$ cat src/rtl/glyph_matrix_scanner_pkg.sv
// Shared constants and types for the glyph matrix scanner.
package glyph_matrix_scanner_pkg;

    localparam int unsigned NUM_ROWS   = 5;
    localparam int unsigned GLYPH_COLS = 3;
    localparam int unsigned GLYPH_W    = 15;
    // Two glyphs plus the dark gap column between them.
    localparam int unsigned COL_W      = 2 * GLYPH_COLS + 1;

    typedef enum logic [1:0] {
        IDLE,
        BLANK,
        ON
    } state_t;

    // One-hot row drive; bit 0 is the top row, out-of-range indices give all zeros.
    function automatic logic [NUM_ROWS-1:0] row_onehot(input logic [2:0] idx);
        logic [NUM_ROWS-1:0] oh;
        oh = '0;
        for (int i = 0; i < NUM_ROWS; i++) begin
            if (idx == 3'(i)) begin
                oh[i] = 1'b1;
            end
        end
        return oh;
    endfunction

endpackage

$ cat src/rtl/glyph_matrix_scanner_if.sv
// Glyph inputs and LED matrix drive outputs of the scanner.
interface glyph_matrix_scanner_if;
    import glyph_matrix_scanner_pkg::*;

    logic                enable;
    logic [GLYPH_W-1:0]  letter_left;
    logic [GLYPH_W-1:0]  letter_right;
    logic [NUM_ROWS-1:0] row_sel;
    logic [COL_W-1:0]    col;
    logic                frame_start;

    // master supplies the glyphs and enable, slave is the scanner itself
    modport master (
        output enable,
        output letter_left,
        output letter_right,
        input  row_sel,
        input  col,
        input  frame_start
    );

    modport slave (
        input  enable,
        input  letter_left,
        input  letter_right,
        output row_sel,
        output col,
        output frame_start
    );

endinterface

$ cat src/rtl/glyph_matrix_scanner_row.sv
// Picks the three column bits of one row out of a 3x5 glyph bitmap.
module glyph_row_select
    import glyph_matrix_scanner_pkg::*;
(
    input  logic [GLYPH_W-1:0]    glyph,
    input  logic [2:0]            row,
    output logic [GLYPH_COLS-1:0] cols
);

    // Row 0 sits in the top bits of the bitmap; bit 0 of each slice is the leftmost column.
    always_comb begin
        cols = '0;
        case (row)
            3'd0:    cols = glyph[14:12];
            3'd1:    cols = glyph[11:9];
            3'd2:    cols = glyph[8:6];
            3'd3:    cols = glyph[5:3];
            3'd4:    cols = glyph[2:0];
            default: cols = '0;
        endcase
    end

endmodule

$ cat src/rtl/glyph_matrix_scanner.sv
// Row-multiplexed driver for a 5x7 LED matrix showing two 3x5 glyphs.
// Each row is preceded by a dark interval; glyphs are latched once per frame.
module glyph_matrix_scanner
    import glyph_matrix_scanner_pkg::*;
#(
    parameter int unsigned DWELL_CYCLES   = 50000,
    parameter int unsigned BLANK_CYCLES   = 500,
    parameter bit          ROW_ACTIVE_LOW = 1'b0,
    parameter bit          COL_ACTIVE_LOW = 1'b0
) (
    input  logic                 clk,
    input  logic                 rst,
    glyph_matrix_scanner_if.slave bus
);

    localparam int unsigned CNT_MAX = (DWELL_CYCLES > BLANK_CYCLES) ? DWELL_CYCLES : BLANK_CYCLES;
    localparam int unsigned CNT_W   = (CNT_MAX > 1) ? $clog2(CNT_MAX) : 1;

    localparam logic [CNT_W-1:0]    DWELL_LAST = CNT_W'(DWELL_CYCLES - 1);
    localparam logic [CNT_W-1:0]    BLANK_LAST = CNT_W'(BLANK_CYCLES - 1);
    localparam logic [2:0]          LAST_ROW   = 3'(NUM_ROWS - 1);
    // Pin levels that leave every LED dark.
    localparam logic [NUM_ROWS-1:0] ROW_OFF    = {NUM_ROWS{ROW_ACTIVE_LOW}};
    localparam logic [COL_W-1:0]    COL_OFF    = {COL_W{COL_ACTIVE_LOW}};

    state_t              state_q, state_d;
    logic [CNT_W-1:0]    cnt_q, cnt_d;
    logic [2:0]          row_q, row_d;
    logic [GLYPH_W-1:0]  shadow_l_q, shadow_l_d;
    logic [GLYPH_W-1:0]  shadow_r_q, shadow_r_d;
    logic [NUM_ROWS-1:0] row_sel_q, row_sel_d;
    logic [COL_W-1:0]    col_q, col_d;
    logic                frame_start_q, frame_start_d;

    logic [GLYPH_COLS-1:0] cols_l, cols_r;

    // Whenever the next state is ON, row and shadow do not change on that edge,
    // so the current values select the columns that get registered.
    glyph_row_select u_row_l (
        .glyph (shadow_l_q),
        .row   (row_q),
        .cols  (cols_l)
    );

    glyph_row_select u_row_r (
        .glyph (shadow_r_q),
        .row   (row_q),
        .cols  (cols_r)
    );

    // State, counters, shadow glyphs and output flops.
    always_ff @(posedge clk or posedge rst) begin
        if (rst) begin
            state_q       <= IDLE;
            cnt_q         <= '0;
            row_q         <= '0;
            shadow_l_q    <= '0;
            shadow_r_q    <= '0;
            row_sel_q     <= ROW_OFF;
            col_q         <= COL_OFF;
            frame_start_q <= 1'b0;
        end else begin
            state_q       <= state_d;
            cnt_q         <= cnt_d;
            row_q         <= row_d;
            shadow_l_q    <= shadow_l_d;
            shadow_r_q    <= shadow_r_d;
            row_sel_q     <= row_sel_d;
            col_q         <= col_d;
            frame_start_q <= frame_start_d;
        end
    end

    // Scan sequencing and next output values.
    always_comb begin
        state_d       = state_q;
        cnt_d         = cnt_q;
        row_d         = row_q;
        shadow_l_d    = shadow_l_q;
        shadow_r_d    = shadow_r_q;
        frame_start_d = 1'b0;

        if (!bus.enable) begin
            state_d = IDLE;
            cnt_d   = '0;
            row_d   = '0;
        end else begin
            unique case (state_q)
                IDLE: begin
                    state_d       = BLANK;
                    cnt_d         = '0;
                    row_d         = '0;
                    shadow_l_d    = bus.letter_left;
                    shadow_r_d    = bus.letter_right;
                    frame_start_d = 1'b1;
                end
                BLANK: begin
                    if (cnt_q == BLANK_LAST) begin
                        state_d = ON;
                        cnt_d   = '0;
                    end else begin
                        cnt_d = cnt_q + 1'b1;
                    end
                end
                ON: begin
                    if (cnt_q == DWELL_LAST) begin
                        state_d = BLANK;
                        cnt_d   = '0;
                        if (row_q == LAST_ROW) begin
                            // new frame: fresh capture so the image never tears
                            row_d         = '0;
                            shadow_l_d    = bus.letter_left;
                            shadow_r_d    = bus.letter_right;
                            frame_start_d = 1'b1;
                        end else begin
                            row_d = row_q + 3'd1;
                        end
                    end else begin
                        cnt_d = cnt_q + 1'b1;
                    end
                end
                default: begin
                    state_d = IDLE;
                    cnt_d   = '0;
                    row_d   = '0;
                end
            endcase
        end

        row_sel_d = ROW_OFF;
        col_d     = COL_OFF;
        if (state_d == ON) begin
            row_sel_d = row_onehot(row_q) ^ ROW_OFF;
            col_d     = {cols_r, 1'b0, cols_l} ^ COL_OFF;
        end
    end

    assign bus.row_sel     = row_sel_q;
    assign bus.col         = col_q;
    assign bus.frame_start = frame_start_q;

endmodule
$ cat src/flat_wrapper.sv
// flat-port wrapper written by rule: the top's interface ports become plain ports
module glyph_matrix_scanner_flat import glyph_matrix_scanner_pkg::*;
#(
    parameter int unsigned DWELL_CYCLES   = 50000,
    parameter int unsigned BLANK_CYCLES   = 500,
    parameter bit          ROW_ACTIVE_LOW = 1'b0,
    parameter bit          COL_ACTIVE_LOW = 1'b0
)
  (clk, rst, bus_enable, bus_letter_left, bus_letter_right, bus_row_sel, bus_col, bus_frame_start);
  glyph_matrix_scanner_if bus_i ();
  input  logic clk;
  input  logic rst;
  input wire logic [$bits(bus_i.enable)-1:0] bus_enable;
  input wire logic [$bits(bus_i.letter_left)-1:0] bus_letter_left;
  input wire logic [$bits(bus_i.letter_right)-1:0] bus_letter_right;
  output wire logic [$bits(bus_i.row_sel)-1:0] bus_row_sel;
  output wire logic [$bits(bus_i.col)-1:0] bus_col;
  output wire logic [$bits(bus_i.frame_start)-1:0] bus_frame_start;
  assign bus_i.enable = bus_enable;
  assign bus_i.letter_left = bus_letter_left;
  assign bus_i.letter_right = bus_letter_right;
  assign bus_row_sel = bus_i.row_sel;
  assign bus_col = bus_i.col;
  assign bus_frame_start = bus_i.frame_start;
  glyph_matrix_scanner #(.DWELL_CYCLES(DWELL_CYCLES), .BLANK_CYCLES(BLANK_CYCLES), .ROW_ACTIVE_LOW(ROW_ACTIVE_LOW), .COL_ACTIVE_LOW(COL_ACTIVE_LOW)) u_core (.clk(clk), .rst(rst), .bus(bus_i));
endmodule
$ cat config.mk
export PLATFORM = sky130hd
export DESIGN_NAME = glyph_matrix_scanner_flat
export DESIGN_NICKNAME = d
export VERILOG_FILES = /design/src/rtl/glyph_matrix_scanner_pkg.sv /design/src/rtl/glyph_matrix_scanner_if.sv /design/src/rtl/glyph_matrix_scanner_row.sv /design/src/rtl/glyph_matrix_scanner.sv /design/src/flat_wrapper.sv
export SDC_FILE = /design/constraint.sdc
export NUM_CORES = 1
export LEC_CHECK = 0
export ABC_CLOCK_PERIOD_IN_PS = 2100
export CORE_ASPECT_RATIO = 1.75
export CORE_UTILIZATION = 40
export DETAILED_ROUTE_END_ITERATION = 16
export PLACE_DENSITY_LB_ADDON = 0.1
export SLEW_MARGIN = 20
export SYNTH_ARGS = -nofsm -noshare
export SYNTH_HDL_FRONTEND = slang
export SYNTH_HIERARCHICAL = 1
export SYNTH_SLANG_ARGS = --single-unit
export TNS_END_PERCENT = 100
$ cat constraint.sdc
create_clock -name clk -period 2.1 [get_ports clk]
set_input_delay 0.42 -clock clk [delete_from_list [all_inputs] [get_ports clk]]
set_output_delay 0.42 -clock clk [all_outputs]
set_load 0.02 [all_outputs]
# After elaboration in Yosys (flattened, before gate mapping)
# Index checks and enable logic that the tools add are counted.
# word_totals
reg_bits	64
latchBits	0
ram_bits	0
rom_bits	0
input_bits	33
output_inout_bits	13
wordCells	58
mem_count	0
# op_classes
addsub	2
mul	0
div_mod_pow	0
magnitude_cmp	0
eq_ne	13
shift	0
mux	30
bitwise	0
reduce_logical	5
# op_table
operator	n
15-bit 2-to-1 mux	4
15-bit case mux with 2 select lines	2
16-bit 2-to-1 mux	3
16-bit case mux with 2 select lines	1
3-bit case mux with 5 select lines	2
16-bit by 1-bit adder with 16-bit output, second input constant	1
16-bit equality test, second input constant	1
16-bit by 9-bit equality test with 1-bit output, second input constant	1
3-bit 2-to-1 mux	3
1-bit 2-to-1 mux	7
7-bit 2-to-1 mux	1
3-bit by 2-bit equality test with 1-bit output, second input constant	2
2-bit 2-to-1 mux	3
2-bit case mux with 3 select lines	1
3-bit case mux with 2 select lines	1
5-bit 2-to-1 mux	1
2-bit equality test, second input constant	2
2-bit by 1-bit != test with 1-bit output, second input constant	2
4-bit AND reduction	1
3-bit by 1-bit adder with 3-bit output, second input constant	1
3-bit by 1-bit equality test with 1-bit output, second input constant	1
3-bit equality test, second input constant	1
3-bit logical NOT	1
3-bit by 2-bit != test with 1-bit output, second input constant	1
6 further kinds	6

# Depth between registers and ports, before layout
# Gate-level depths: netlist of run 1.
# depth
word_depth	6
ltp_mapped	7
mapped_depth_nobuf	6

# Modules after synthesis
# The synthesis of run 1 kept the hierarchy.
# by_module_without_submodules
mod	instances	cells_per_inst	area_per_inst_um2	seq_area_each_um2
glyph_matrix_scanner	1	345	3279.4	1576.5
glyph_row_select	2	19	151.4	0.0

# Worst setup path after synthesis of run 1
# OpenSTA, ideal clock, no wires.
# synth_path
path_type	register to register
from	reg u_core.cnt_q[13]
to	reg u_core.shadow_l_q[11]
setup_ns	0.142
t_arrival_ns	2.074
t_required_ns	1.958
setup_slack_ns	-0.115
path_stages_with_launch	6
n_path_buf	1
period_less_slack_ns	2.215
path_cell_list	dfrtp_1 -> or4_1 -> or4_4 -> clkbuf_1 -> o311ai_0 -> o211ai_1
# synth_via
elab_chain_len	3
# synth_rtl
element	line	text
from (decl)	glyph_matrix_scanner.sv:27	logic [CNT_W-1:0] cnt_q, cnt_d;
from (signal assigned)	glyph_matrix_scanner.sv:64	cnt_q <= cnt_d;
16-bit equality test	glyph_matrix_scanner.sv:106	if (cnt_q == DWELL_LAST) begin
2-bit by 1-bit != test with 1-bit output (no line)	--	
4-bit AND reduction (no line)	--	
to (signal assigned)	glyph_matrix_scanner.sv:66	shadow_l_q <= shadow_l_d;
to (decl)	glyph_matrix_scanner.sv:29	logic [GLYPH_W-1:0] shadow_l_q, shadow_l_d;
# Every way passes these cells.
# A chain may end at the register's enable or synchronous reset.

# Final worst setup path of run 1
# layout_path
from	reg u_core.cnt_q[13]
to	reg u_core.shadow_l_q[9]
# Same word-level chain as after synthesis.

==> out/metrics.csv, run 1 <==
metric,value,unit
wire per inst,16.9,um
maximum vdd drop,0.000486,V
Hold WC Path Type,in -> async,
Port Buffers,44,
GRT overflow,0,
layout cell share with drive strength beyond 1,23.0,%
endpoints failing hold,0,
fin worst setup slack,-0.201,ns
syn_area_per_cell,9.35,um2
ANT nets after route,0,
post-synthesis cell count,383,
Rel. slew slack,58.1,%
n_diodes,0,
overall routed net length,9590,um
IO Pins,46,
drt via density,5.67,
die span in y,127,um
clk_lat worst skew,0.34,ns
Layout Nets,491,
RR Startpoint,u_core/cnt_q[13],
largest net degree at the start of global routing,64,
Slew Limit Fails,0,
period utilization,110,%
"Distinct cells, synth",42,
worst-case reg-to-reg path depth,5,
P&R area growth vs syn,39.2,%
Post-Syn Area,3580,um2
antenna violations before repair,0,
Layout fillers,788,
die area,9350,um2
outcome,"complete, but fails checks",
drt first-iter violations,185,
Crit Path Category,reg -> reg,
TritonCTS clock tree,built,
total number of vias,3224,
starting density of the core,41.3,%
Crit Path Max Fanout,30,
Syn Nets,426,
Core Footprint,8670,um2
hpwl dp,6140,um
Pwr Density,710,nW/um2
endpoints failing setup,62,
max-cap violations,0,
RSZ-0062 raised after global routing,yes,
worst path required time,2.35,ns
violated checks,setup timing,
"Seq/Total Area, Yosys",44.0,%
GPL Wtd Cong,0.788,
Cell Rows,45,
Final Util,57.5,%
Clock Skews,0.00379,ns
crit path launch type,flip-flop,
TritonCTS Sinks,63,
vias in the first global route,3171,
post-layout min period,2.30,ns
FF-to-FF End,u_core/shadow_l_q[9],
synth warn,6,
R2R setup slack,-0.20,ns
CTS root buf,clkbuf_16,
CTS buffer count,9,
crit end category,flip-flop,
die span in x,73.5,um
maximum clock path buffer count,2,
Total GRT Usage,22.4,%
Clock H-tree levels,3,
TNS Setup,-8.51,ns
clock slew at reported path FFs,0.05,ns
drc violations,0,
"Arr. time, crit path",2.55,ns
Place WS,-0.318,ns
Detailed Routing Iterations Pass 1,4,
Max Freq,435,MHz
Synth Register Bits,63,
Pleak,1.93,nW
first-pass GRT wire length,15800,um
Tightest Pin Transition,0.629,ns
metrics by stage:
stage / total power, mW / cell area (um2) / instances / hold WS, ns
4_1_cts: 3.52 / 4800 / 568 / 0.493
6_report: 3.54 / 4990 / 569 / 0.466
3_3_place_gp: 2.06 / 4350 / 547 / 0.494
2_1_floorplan: 1.86 / 3610 / 383 / 0.448
3_5_place_dp: 2.08 / 4350 / 547 / 0.507
5_1_grt: 3.71 / 4990 / 569 / 0.495
kinds of logic after synthesis:
logic type / Yosys count / synth area share [%]
flip-flops: 63 / 44.0
multiplexers: 6 / 2.51
other: 1 / 0.105
buffers and inverters: 51 / 6.57
AO/OA/AOI/OAI: 104 / 22.4
AND/OR/NAND/NOR: 135 / 17.8
adder cells (fa/ha/maj): 10 / 3.49
XOR/XNOR: 13 / 3.18
routing by layer:
| metal | wire length [um] | global-route usage (%) | vias to the layer above |
|---|---|---|---|
| li1 | - | - | 1548 |
| met1 | 3970 | 27.7 | 1597 |
| met2 | 5070 | 36.4 | 63 |
| met3 | 289 | 4.81 | 16 |
| met4 | 257 | 11.0 | 0 |
| met5 | 0 | 0 | - |
layout make-up:
class / instances / area [um2] / share of cell area (%)
Multi-Input combinational cell: 269 / 2030 / 40.8
Sequential cell: 63 / 1580 / 31.6
Timing Repair Buffer: 88 / 890 / 17.8
Clock buffer: 15 / 278 / 5.57
Tap cell: 117 / 146 / 2.94
Inverter: 17 / 63.8 / 1.28
cells in the final DEF, fill, tap and decap left out, types with 3 or more instances in the layout:
master,netlist,routed
a2111oi_1,0,5
clkbuf_1,22,3
o211ai_1,30,30
buf_12,0,6
a22oi_1,6,6
buf_6,5,7
nor2_1,20,5
nor2_2,0,3
dfrtp_1,63,63
clkbuf_8,0,3
buf_4,1,30
clkbuf_16,0,10
inv_1,17,16
o22ai_1,6,6
a21oi_1,10,6
nor2b_1,5,5
a21oi_2,0,4
nor2_4,0,12
nand2_1,72,72
or4_4,1,4
o311ai_1,0,24
and4_1,3,3
o21ai_0,4,4
clkdlybuf4s50_1,0,44
nor3b_1,6,6
nand3_1,6,6
a2111oi_2,0,6
ha_1,10,10
xor2_1,7,7
nor3_1,4,3
xnor2_1,6,6
mux2_4,6,6
o311ai_2,0,5
nand4_1,5,5
report_power, final:
group | internal (mW) | switching [mW]
Combinational | 0.331 | 0.338
Clock | 0.889 | 0.507
Sequential | 1.36 | 0.122
flip-flops by register name, summed over array words and instances (netlist names):
signal                  cells
u_core/bus.row_sel          5
u_core/state_q              2
u_core/bus.frame_start      1
u_core/row_q                3
u_core/bus.col              6
u_core/cnt_q               16
u_core/shadow_r_q          15
u_core/shadow_l_q          15
critical path, stage by stage (launching register included):
cell and delay (ns):
dfrtp_1 0.40, or4_4 0.54, or4_4 0.60, o31a_1 0.30
buf_12 0.18, o211ai_1 0.19
worst max path at each step:
stage / slack (ns) / to / start / cells past startpoint
floorplan: -0.09 / u_core/shadow_l_q[0] / u_core/cnt_q[4] / 5
global placement: -0.29 / u_core/bus.col[5] / u_core/cnt_q[1] / 5
detailed placement: -0.32 / u_core/bus.col[5] / u_core/cnt_q[1] / 5
CTS: -0.19 / u_core/shadow_l_q[7] / u_core/cnt_q[7] / 5
global route: -0.25 / u_core/shadow_l_q[0] / u_core/cnt_q[10] / 5
finish: -0.20 / u_core/shadow_l_q[9] / u_core/cnt_q[13] / 5
Yosys cell counts, drive strengths merged:
library cell | number | area, um2
o22ai | 6 | 37.5
nand3 | 6 | 30.0
nor2 | 20 | 75.1
nor3 | 4 | 20.0
o31a | 1 | 8.76
nor2b | 5 | 31.3
o21a | 1 | 7.51
inv | 17 | 63.8
a41oi | 1 | 8.76
dfrtp | 63 | 1580
nand4b | 1 | 8.76
o311ai | 30 | 263
conb | 1 | 3.75
and4 | 3 | 26.3
and3 | 2 | 12.5
nand4 | 5 | 31.3
o21ai | 5 | 25.0
nor4 | 2 | 12.5
a2111oi | 11 | 96.3
or4bb | 1 | 11.3
o2bb2a | 1 | 10.0
ha | 10 | 125
a22oi | 6 | 45.0
a21oi | 10 | 50.1
buf | 12 | 88.8
nand2 | 72 | 270
or4 | 4 | 33.8
xor2 | 7 | 61.3
mux2 | 6 | 90.1
o211ai | 31 | 238
o41a | 1 | 11.3
or3 | 3 | 18.8
clkbuf | 22 | 82.6
nor4bb | 1 | 10.0
nor3b | 6 | 45.0
xnor2 | 6 | 52.6
timing repair:
| item | CTS | global route |
|---|---|---|
| cloned | 2 | 1 |
| hold buffers | 0 | 0 |
| buffers inserted | 4 | 0 |
| pin swaps | 9 | 18 |
| endpoints found under the hold margin | 0 | 0 |
| resized for setup | 44 | 44 |
| endpoints found under the setup margin | 60 | 63 |
Power figures use the tool's default switching activity.
==> run 2: changes to the inputs <==
--- a/config.mk
+++ b/config.mk
@@ -9,6 +9,7 @@
 export CORE_ASPECT_RATIO = 1.75
 export CORE_UTILIZATION = 40
 export DETAILED_ROUTE_END_ITERATION = 16
+export GPL_ROUTABILITY_DRIVEN = 0
 export PLACE_DENSITY_LB_ADDON = 0.1
 export SLEW_MARGIN = 20
 export SYNTH_ARGS = -nofsm -noshare
==> results of run 2 <==
No change in the layout: final DEF, timing and power equal those of run 1.
==> run 3: changes to the inputs <==
--- a/config.mk
+++ b/config.mk
@@ -11,6 +11,7 @@
 export DETAILED_ROUTE_END_ITERATION = 16
 export GPL_ROUTABILITY_DRIVEN = 0
 export PLACE_DENSITY_LB_ADDON = 0.1
+export SETUP_SLACK_MARGIN = 0.05
 export SLEW_MARGIN = 20
 export SYNTH_ARGS = -nofsm -noshare
 export SYNTH_HDL_FRONTEND = slang
==> run 3 against run 2 <==
The run still ends with setup timing left. Sequential share of layout area is 0.41 points higher. Combinational power is 2% lower. Clock-buffer cell count is 6 lower. Setup slack better by 0.014 ns. Power is 5.8% higher. Cell count is 0.88% higher. Non-clock buffer count is 4 higher. First-iteration DRC count is 28% lower. Sequential power hardly changed. Die area stayed put. Largest power group is now clock.
==> out/metrics.csv, run 3 (synthesized netlist as in run 1, its figures left out) <==
metric,value,unit,change
antenna violations before repair,0,,unchanged
P&R area growth vs syn,37.4,%,was 39.2%
vias in the first global route,3210,,was 3171
wire per inst,16.7,um,was 16.9 um
crit path launch type,flip-flop,,unchanged
sequential share of power,39.5,%,was 41.7%
Regs by FF count,"u_core/cnt_q (16), u_core/shadow_l_q (15), u_core/shadow_r_q (15)",,unchanged
worst path required time,2.34,ns,was 2.35 ns
Detailed Routing Iterations Pass 1,4,,unchanged
die span in y,127,um,unchanged
Layout fillers,802,,was 788
drt first-iter violations,133,,was 185
Pleak,1.95,nW,was 1.93 nW
Max Freq,437,MHz,was 435 MHz
Layout Nets,495,,was 491
Hold WC Path Type,in -> async,,unchanged
power share of the clock group,43.0,%,was 39.4%
Largest register FFs,16,,unchanged
period utilization,109,%,was 110%
Crit Path Max Fanout,30,,unchanged
max-cap violations,0,,unchanged
GRT overflow,0,,unchanged
die area,9350,um2,unchanged
total power draw,3.75,mW,was 3.54 mW
outcome,"complete, but fails checks",,unchanged
drc violations,0,,unchanged
total number of vias,3224,,unchanged
GR Layer Usage met2,36.5,%,was 36.4%
largest net degree at the start of global routing,34,,was 64
fin worst setup slack,-0.187,ns,was -0.201 ns
Core Footprint,8670,um2,unchanged
crit end category,flip-flop,,unchanged
"Arr. time, crit path",2.53,ns,was 2.55 ns
hpwl dp,6480,um,was 6140 um
clock slew at reported path FFs,0.05,ns,about the same
met1 usage,26.5,%,was 27.7%
Slew Limit Fails,0,,unchanged
TritonCTS clock tree,built,,unchanged
Crit Path Category,reg -> reg,,unchanged
maximum vdd drop,0.000402,V,was 0.000486 V
most used routing layer,met2,,unchanged
Cells after DPL,551,,was 547
endpoints failing hold,0,,unchanged
IO Pins,46,,unchanged
final std cells w/o fill,574,,was 569
layout cell share with drive strength beyond 1,21.0,%,was 23.0%
drt via density,5.62,,was 5.67
clk_lat worst skew,0.34,ns,about the same
internal power,2.73,mW,was 2.58 mW
"most common cell after layout, fill and taps aside",nand2_1,,unchanged
TNS Setup,-7.87,ns,was -8.51 ns
CTS buffer count,9,,unchanged
overall routed net length,9560,um,was 9590 um
endpoints failing setup,62,,unchanged
post-layout min period,2.29,ns,was 2.30 ns
register area,1580,um2,unchanged
Comb pwr share,17.5,%,was 18.9%
GRT met3 Usage,4.18,%,was 4.81%
die span in x,73.5,um,unchanged
Pwr Density,762,nW/um2,was 710 nW/um2
Clock H-tree levels,3,,unchanged
ANT nets after route,0,,unchanged
starting density of the core,41.3,%,unchanged
Cell Rows,45,,unchanged
Net Sw Frac,27.2,%,was 27.3%
TritonCTS Sinks,63,,unchanged
area of the multi-input gates,1930,um2,was 2030 um2
first-pass GRT wire length,15700,um,was 15800 um
"Most flops, register",u_core/cnt_q,,unchanged
CTS Hold Bufs,0,,unchanged
Port Buffers,44,,unchanged
Total GRT Usage,22.1,%,was 22.4%
sw power,1.02,mW,was 966 uW
most frequent cells in the layout,"nand2_1 (72), dfrtp_1 (63), clkdlybuf4s50_1 (44)",,unchanged
n_diodes,0,,unchanged
maximum clock path buffer count,2,,unchanged
CTS root buf,clkbuf_16,,unchanged
violated checks,setup timing,,unchanged
RSZ-0062 raised after global routing,yes,,unchanged
Clock Skews,0.00821,ns,was 0.00379 ns
-- run 3: cell types whose count changed in the layout (fill, tap and decap cells not counted), moves of 3 or more --
cell / change
a2111oi_2: -3
a2111oi_0: +3
buf_4: +7
clkbuf_8: -3
nor2_4: -11
nor2_1: +13
clkbuf_1: -3
-- run 3: worst max-delay path, cell delays in order (launching register included) --
cell and delay (ns):
dfrtp_1 0.39, or4_4 0.54, or4_4 0.59, o31a_1 0.29, buf_12 0.18, o211ai_1 0.20
-- run 3: stage by stage --
stage | area (um2) | hold WS, ns | util, % | setup WS (ns)
floorplan | 3610 | 0.445 | - | -0.0854
global placement | 4370 | 0.503 | 50.4 | -0.326
detailed placement | 4370 | 0.510 | 50.4 | -0.297
CTS | 4760 | 0.420 | 54.9 | -0.176
global route | 4920 | 0.465 | 56.8 | -0.228
finish | 4920 | 0.409 | 56.8 | -0.187
-- run 3: power groups by stage --
| stage | logic (mW) | registers [mW] | clock network (mW) |
|---|---|---|---|
| after floorplan | 0.404 | 1.46 | 0 |
| after global routing | 0.723 | 1.50 | 1.68 |
| after detailed placement | 0.600 | 1.49 | 0 |
| after global placement | 0.588 | 1.48 | 0 |
| final | 0.657 | 1.48 | 1.61 |
| after CTS | 0.616 | 1.47 | 1.63 |
-- run 3: layout make-up --
cell class / instances / share of cell area (%)
Inverter: 17 / 1.30
Sequential cell: 63 / 32.0
Clock inverter: 7 / 1.98
Timing Repair Buffer: 92 / 18.0
Multi-Input combinational cell: 269 / 39.2
Clock buffer: 9 / 4.57
Tap cell: 117 / 2.97
-- run 3: path summary, 6_finish.rpt --
kind	to	cells after the start	slack, ns	startpoint
min	u_core/shadow_l_q[5]	2	0.41	rst
min reg2reg	u_core/shadow_l_q[9]	2	0.53	u_core/shadow_l_q[9]
max	u_core/shadow_l_q[11]	5	-0.19	u_core/cnt_q[13]
max in group asynchronous	u_core/shadow_l_q[14]	3	1.20	rst
max reg2reg	u_core/shadow_l_q[11]	5	-0.19	u_core/cnt_q[13]
min in group clk	u_core/shadow_l_q[9]	2	0.53	u_core/shadow_l_q[9]
-- run 3: repair_timing --
item / in CTS / in global routing
cloned: 0 / 2
endpoints found under the setup margin: 51 / 63
setup buffers: 3 / 2
pin swaps: 5 / 12
hold endpoints to repair: 0 / 0
gates resized for setup: 26 / 29
-- run 3: metal layers --
| metal | up-vias | routed length (um) |
|---|---|---|
| li1 | 1556 | - |
| met1 | 1571 | 3880 |
| met2 | 75 | 5070 |
| met3 | 22 | 261 |
| met4 | 0 | 353 |
| met5 | - | 0 |
